--- src/rtl/fpu_issue_scheduler.sv ---
// Round-robin issue of two requesters onto pipelined FP add/mul units. Writeback
// slots are reserved at grant time so at most one result returns per cycle.
module fpu_issue_scheduler #(
  parameter int ADD_LAT = 4,
  parameter int MUL_LAT = 3
) (
  input  logic        clk,
  input  logic        rst,
  input  logic        req0_valid,
  input  logic [1:0]  req0_op,
  input  logic [31:0] req0_a,
  input  logic [31:0] req0_b,
  output logic        req0_ready,
  input  logic        req1_valid,
  input  logic [1:0]  req1_op,
  input  logic [31:0] req1_a,
  input  logic [31:0] req1_b,
  output logic        req1_ready,
  output logic        add_valid_in,
  output logic [31:0] add_a,
  output logic [31:0] add_b,
  input  logic        add_valid_out,
  input  logic [31:0] add_result,
  output logic        mul_valid_in,
  output logic [31:0] mul_a,
  output logic [31:0] mul_b,
  input  logic        mul_valid_out,
  input  logic [31:0] mul_result,
  output logic        rsp_valid,
  output logic        rsp_id,
  output logic [31:0] rsp_data,
  output logic [3:0]  inflight,
  output logic        err_illegal,
  output logic        err_protocol
);

  localparam int MAX_LAT = (ADD_LAT > MUL_LAT) ? ADD_LAT : MUL_LAT;
  localparam int DEPTH   = MAX_LAT + 1;

  localparam logic [1:0] OP_ILL = 2'b00;
  localparam logic [1:0] OP_ADD = 2'b01;
  localparam logic [1:0] OP_MUL = 2'b10;
  localparam logic [1:0] OP_SUB = 2'b11;

  typedef struct packed {
    logic valid;
    logic id;
    logic is_mul;
  } slot_t;

  // slot_reg[k] describes the completion expected k cycles from now
  slot_t slot_reg   [DEPTH];
  slot_t slot_next  [DEPTH];
  slot_t slot_shift [DEPTH];
  logic  rr_reg;

  genvar gi;
  generate
    for (gi = 0; gi < DEPTH - 1; gi++) begin : g_shift
      assign slot_shift[gi] = slot_reg[gi + 1];
    end
  endgenerate
  assign slot_shift[DEPTH-1] = '0;

  // A new op completes LAT+1 cycles after its grant cycle
  logic add_free, mul_free;
  always_comb begin
    add_free = 1'b1;
    mul_free = 1'b1;
    for (int k = 0; k < DEPTH; k++) begin
      if (k == ADD_LAT + 1 && slot_reg[k].valid) add_free = 1'b0;
      if (k == MUL_LAT + 1 && slot_reg[k].valid) mul_free = 1'b0;
    end
  end

  function automatic logic op_eligible(input logic v, input logic [1:0] op,
                                       input logic af, input logic mf);
    logic e;
    case (op)
      OP_MUL:  e = mf;
      OP_ILL:  e = 1'b1;
      default: e = af;
    endcase
    return v & e;
  endfunction

  logic        elig0, elig1, grant_valid, grant_id;
  logic [1:0]  sel_op;
  logic [31:0] sel_a, sel_b;
  logic        issue_add, issue_mul, take_ill;

  assign elig0       = op_eligible(req0_valid, req0_op, add_free, mul_free);
  assign elig1       = op_eligible(req1_valid, req1_op, add_free, mul_free);
  assign grant_valid = elig0 | elig1;
  assign grant_id    = (elig0 & elig1) ? rr_reg : elig1;
  assign sel_op      = grant_id ? req1_op : req0_op;
  assign sel_a       = grant_id ? req1_a  : req0_a;
  assign sel_b       = grant_id ? req1_b  : req0_b;

  assign req0_ready = grant_valid & ~grant_id & ~rst;
  assign req1_ready = grant_valid &  grant_id & ~rst;

  assign issue_add = grant_valid & ((sel_op == OP_ADD) | (sel_op == OP_SUB));
  assign issue_mul = grant_valid & (sel_op == OP_MUL);
  assign take_ill  = grant_valid & (sel_op == OP_ILL);

  always_comb begin
    for (int k = 0; k < DEPTH; k++) slot_next[k] = slot_shift[k];
    if (issue_add) slot_next[ADD_LAT] = {1'b1, grant_id, 1'b0};
    if (issue_mul) slot_next[MUL_LAT] = {1'b1, grant_id, 1'b1};
  end

  slot_t head;
  logic  exp_add, exp_mul, proto_bad;
  assign head      = slot_reg[0];
  assign exp_add   = head.valid & ~head.is_mul;
  assign exp_mul   = head.valid &  head.is_mul;
  // Missing completion and unreserved completion are both a mismatch
  assign proto_bad = (exp_add ^ add_valid_out) | (exp_mul ^ mul_valid_out);

  always_ff @(posedge clk or posedge rst) begin
    if (rst) begin
      for (int k = 0; k < DEPTH; k++) slot_reg[k] <= '0;
      rr_reg       <= 1'b0;
      add_valid_in <= 1'b0;
      add_a        <= '0;
      add_b        <= '0;
      mul_valid_in <= 1'b0;
      mul_a        <= '0;
      mul_b        <= '0;
      rsp_valid    <= 1'b0;
      rsp_id       <= 1'b0;
      rsp_data     <= '0;
      inflight     <= '0;
      err_illegal  <= 1'b0;
      err_protocol <= 1'b0;
    end else begin
      for (int k = 0; k < DEPTH; k++) slot_reg[k] <= slot_next[k];
      if (grant_valid) rr_reg <= ~grant_id;

      add_valid_in <= issue_add;
      mul_valid_in <= issue_mul;
      if (issue_add) begin
        add_a <= sel_a;
        add_b <= (sel_op == OP_SUB) ? {~sel_b[31], sel_b[30:0]} : sel_b;
      end
      if (issue_mul) begin
        mul_a <= sel_a;
        mul_b <= sel_b;
      end

      rsp_valid <= head.valid;
      if (head.valid) begin
        rsp_id   <= head.id;
        rsp_data <= head.is_mul ? mul_result : add_result;
      end

      case ({issue_add | issue_mul, rsp_valid})
        2'b10:   inflight <= inflight + 4'd1;
        2'b01:   inflight <= inflight - 4'd1;
        default: inflight <= inflight;
      endcase

      err_illegal  <= err_illegal | take_ill;
      err_protocol <= err_protocol | proto_bad;
    end
  end

endmodule

--- config.mk ---
export PLATFORM = sky130hd
export DESIGN_NAME = fpu_issue_scheduler
export DESIGN_NICKNAME = d
export VERILOG_FILES = /design/src/rtl/fpu_issue_scheduler.sv
export SDC_FILE = /design/constraint.sdc
export NUM_CORES = 1
export LEC_CHECK = 0
export ABC_AREA = 1
export BUFFER_PORTS_ARGS = -buffer_cell sky130_fd_sc_hd__buf_2
export CAP_MARGIN = 30
export CORE_AREA = 2 2 147 149
export CTS_CLUSTER_DIAMETER = 100
export CTS_CLUSTER_SIZE = 28
export DETAILED_ROUTE_END_ITERATION = 10
export DIE_AREA = 0 0 149 151
export MAX_ROUTING_LAYER = met4
export PLACE_DENSITY = 0.73
export SLEW_MARGIN = 10
export SYNTH_ARGS = -nofsm -noshare
export SYNTH_HDL_FRONTEND = slang
export SYNTH_SLANG_ARGS = --single-unit
--- constraint.sdc ---
create_clock -name clk -period 9.17 [get_ports clk]
set_input_delay 0 -clock clk [delete_from_list [all_inputs] [get_ports clk]]
set_output_delay 0 -clock clk [all_outputs]
set_load 0.02 [all_outputs]
==> metrics <==
commonest non-fill, non-tap cell in the layout=nand2_1; clock share of power=23.9%; Peak VDD IR=0.1131 mV; Logic pwr share=38.4%; simple-gate share of the synthesized area=33.77%; Crit path largest cell delay=670 ps; max-slew violation count=0; Seq pwr share=37.8%; Final Net Count=1780; H-Tree Depth=4; Vias=9147; Worst Tran Pin Value=855.7 ps; DPL Wire Length=18540 um; Vias/cell=4.910; TritonCTS clock tree=built; Sw Pwr=1232 uW; Worst EP required=9460 ps; min Tclk post-route=3829 ps; max_cap viols=0; Die Width=149 um; run status=complete, no violations; CP bufs+invs=1; multiplexer area fraction after synthesis=0%; commonest cells after routing, fill and taps aside=nand2_1 (572), buf_2 (373), dlygate4sd3_1 (200); Setup violations, final=0; final non-filler cell total=1863; area of all placed cells without fillers=12830 um2; Cell variety after synth=26; core area=20820 um2; Post-synth EDFFs=0; xor-xnor portion of the synthesized cell area=0.4223%; Initial Util=39.84%; setup TNS=0 ps; # hold bufs at CTS=200; Total GRT Usage=27.54%; initial antenna violation count=0; critical path type=flip-flop to flip-flop; Clock Sinks=183; setup repair after global routing missed its margin=no; Worst Slack Setup Final=5341 ps; CP startpoint=add_valid_in; Routed WL=30610 um; post-synth design cell area=8295 um2; Area growth, synth to finish=54.72%; TritonRoute pass-1 iters=5; post-placement cell count=1630; Sw Share=39.76%; Buffers on Ports=373; pre-CTS worst setup slack=5380 ps; yosys warns=0; Final ANT Viol Nets=0; largest net degree at the start of global routing=130; Yosys reg bits=183; net count after synthesis=1242; Worst slew margin=42.95%; CP startpoint kind=flip-flop; die height=151 um; main flop type after synthesis=dfrtp_1; fmax=0.2611 GHz; post-CTS sizing=0; ratio of cells with drive above 1 in the final layout=27.14%; Longest Clk Path Bufs=2; main combinational cell family by area after synthesis=simple AND/OR/NAND/NOR gates; Internal=1866 uW; Die ar.=22500 um2; CP endpoint kind=flip-flop; FP Rows=53; post-DR wirelength/cell=16.43 um; Post-Syn Area per Cell=7.999 um2; register area share after synthesis=55.20%; CP max FO=71; Worst-path clk slew=80 ps; Hold Path Origin=req1_b[31]; initial DRC count=460; vias in the first global route=9210; drt drc=0; ys async rst share=100.0%; Num CTS Buffers=17; critical-path cell with the highest stage delay=nand2_4; Synth Area in Compound Gates=3.288%; final hold violation count=0; GPL Wtd Cong=0.8259; Pwr per Cell Area=241.4 nW/um2; critical path arrival=4120 ps; Hold Crit Class=primary input to flip-flop; antenna diode count=0; crit-path leading delay family=simple AND/OR/NAND/NOR gates; global route total overflow=0; worst r2r src=add_valid_in; worst skew pair latency=430 ps; Final Skew=16.40 ps; fin util=61.64%; placed cell area=10210 um2; total setup buffers inserted after CTS=0; crit-path cells=nand3_2 -> nand3_2 -> nand2_4 -> nand2_1 -> nand2_2 -> nand3_4 -> inv_1 -> nor2_1 -> ha_1 -> xor2_1 -> ha_1 -> a21oi_1 -> xor2_1 -> o21ai_0; post-synthesis cell count=1037; Root Buffer=clkbuf_16; I/O pin cnt=374; Pleak=0.007253 uW; post-synthesis adder-cell area fraction=0.4525%; global-route wire length before repair=47130 um; period utilization=41.76%
==> final cells by class <==
| class | instances | area (um2) |
|---|---|---|
| fill | 1732 | 7988 |
| sequential | 183 | 4579 |
| timing repair buffer | 582 | 3956 |
| multi-input combinational | 740 | 3159 |
| clock buffer | 18 | 439.2 |
| tap | 275 | 344.1 |
| inverter | 51 | 198.9 |
| clock inverter | 14 | 157.7 |
==> per-layer routing <==
layer | vias up | share of wire [%] | GRT usage (%)
li1 | 4312 | - | -
met2 | 426 | 49 | 45.94
met4 | 0 | 4.0 | 12.86
met5 | - | 0 | -
met3 | 83 | 7.3 | 5.542
met1 | 4326 | 40 | 32.22
==> through the flow <==
step	hold WS, ps	power (uW)
after floorplan	79.79	1805
after global placement	237.2	2197
after detailed placement	249.9	2217
after CTS	26.78	3101
after global routing	44.77	3275
final	54.31	3098
==> worst paths after layout <==
| check | to | slack [ps] | cells after the start |
|---|---|---|---|
| max | inflight[2] | 5340 | 14 |
| min | mul_b[31] | 50 | 5 |
| max reg2reg | inflight[2] | 5340 | 14 |
| min reg2reg | slot_next[13] | 350 | 0 |
| max in group asynchronous | mul_b[19] | 7610 | 5 |
| min in group asynchronous | mul_b[2] | 60 | 3 |
==> power by group through the flow <==
stage	logic, uW	clock network (uW)	registers [uW]
floorplan	374	0	1430
global placement	1020	0	1170
detailed placement	1040	0	1170
CTS	1180	757	1170
global route	1290	794	1190
finish	1190	739	1170
==> kinds of logic after synthesis <==
family / count (synthesis)
compound gates: 38
xor+xnor: 4
flops: 183
fa+ha+maj: 3
buf+inv: 114
simple gates: 695
==> worst reg2reg max path, stage by stage (launching register included) <==
cell and delay, ps:
dfrtp_1 430, nand3_2 110, nand3_2 160, nand2_4 670, nand2_1 160, nand2_2 130, nand3_4 640, inv_1 260
nor2_1 80, ha_1 240, xor2_1 190, ha_1 200, a21oi_1 160, xor2_1 170, o21ai_0 100
==> synth_stat cells, drive strengths merged (3+ instances only) <==
cell type | number | area, um2
buf | 46 | 314.0
nand3 | 109 | 560.5
o211ai | 33 | 247.7
nand2 | 576 | 2177
o21ai | 3 | 15.01
xor2 | 3 | 26.28
nor2 | 4 | 25.03
clkbuf | 17 | 63.81
inv | 51 | 191.4
ha | 3 | 37.54
dfrtp | 183 | 4579
Power figures use the tool's default switching activity.
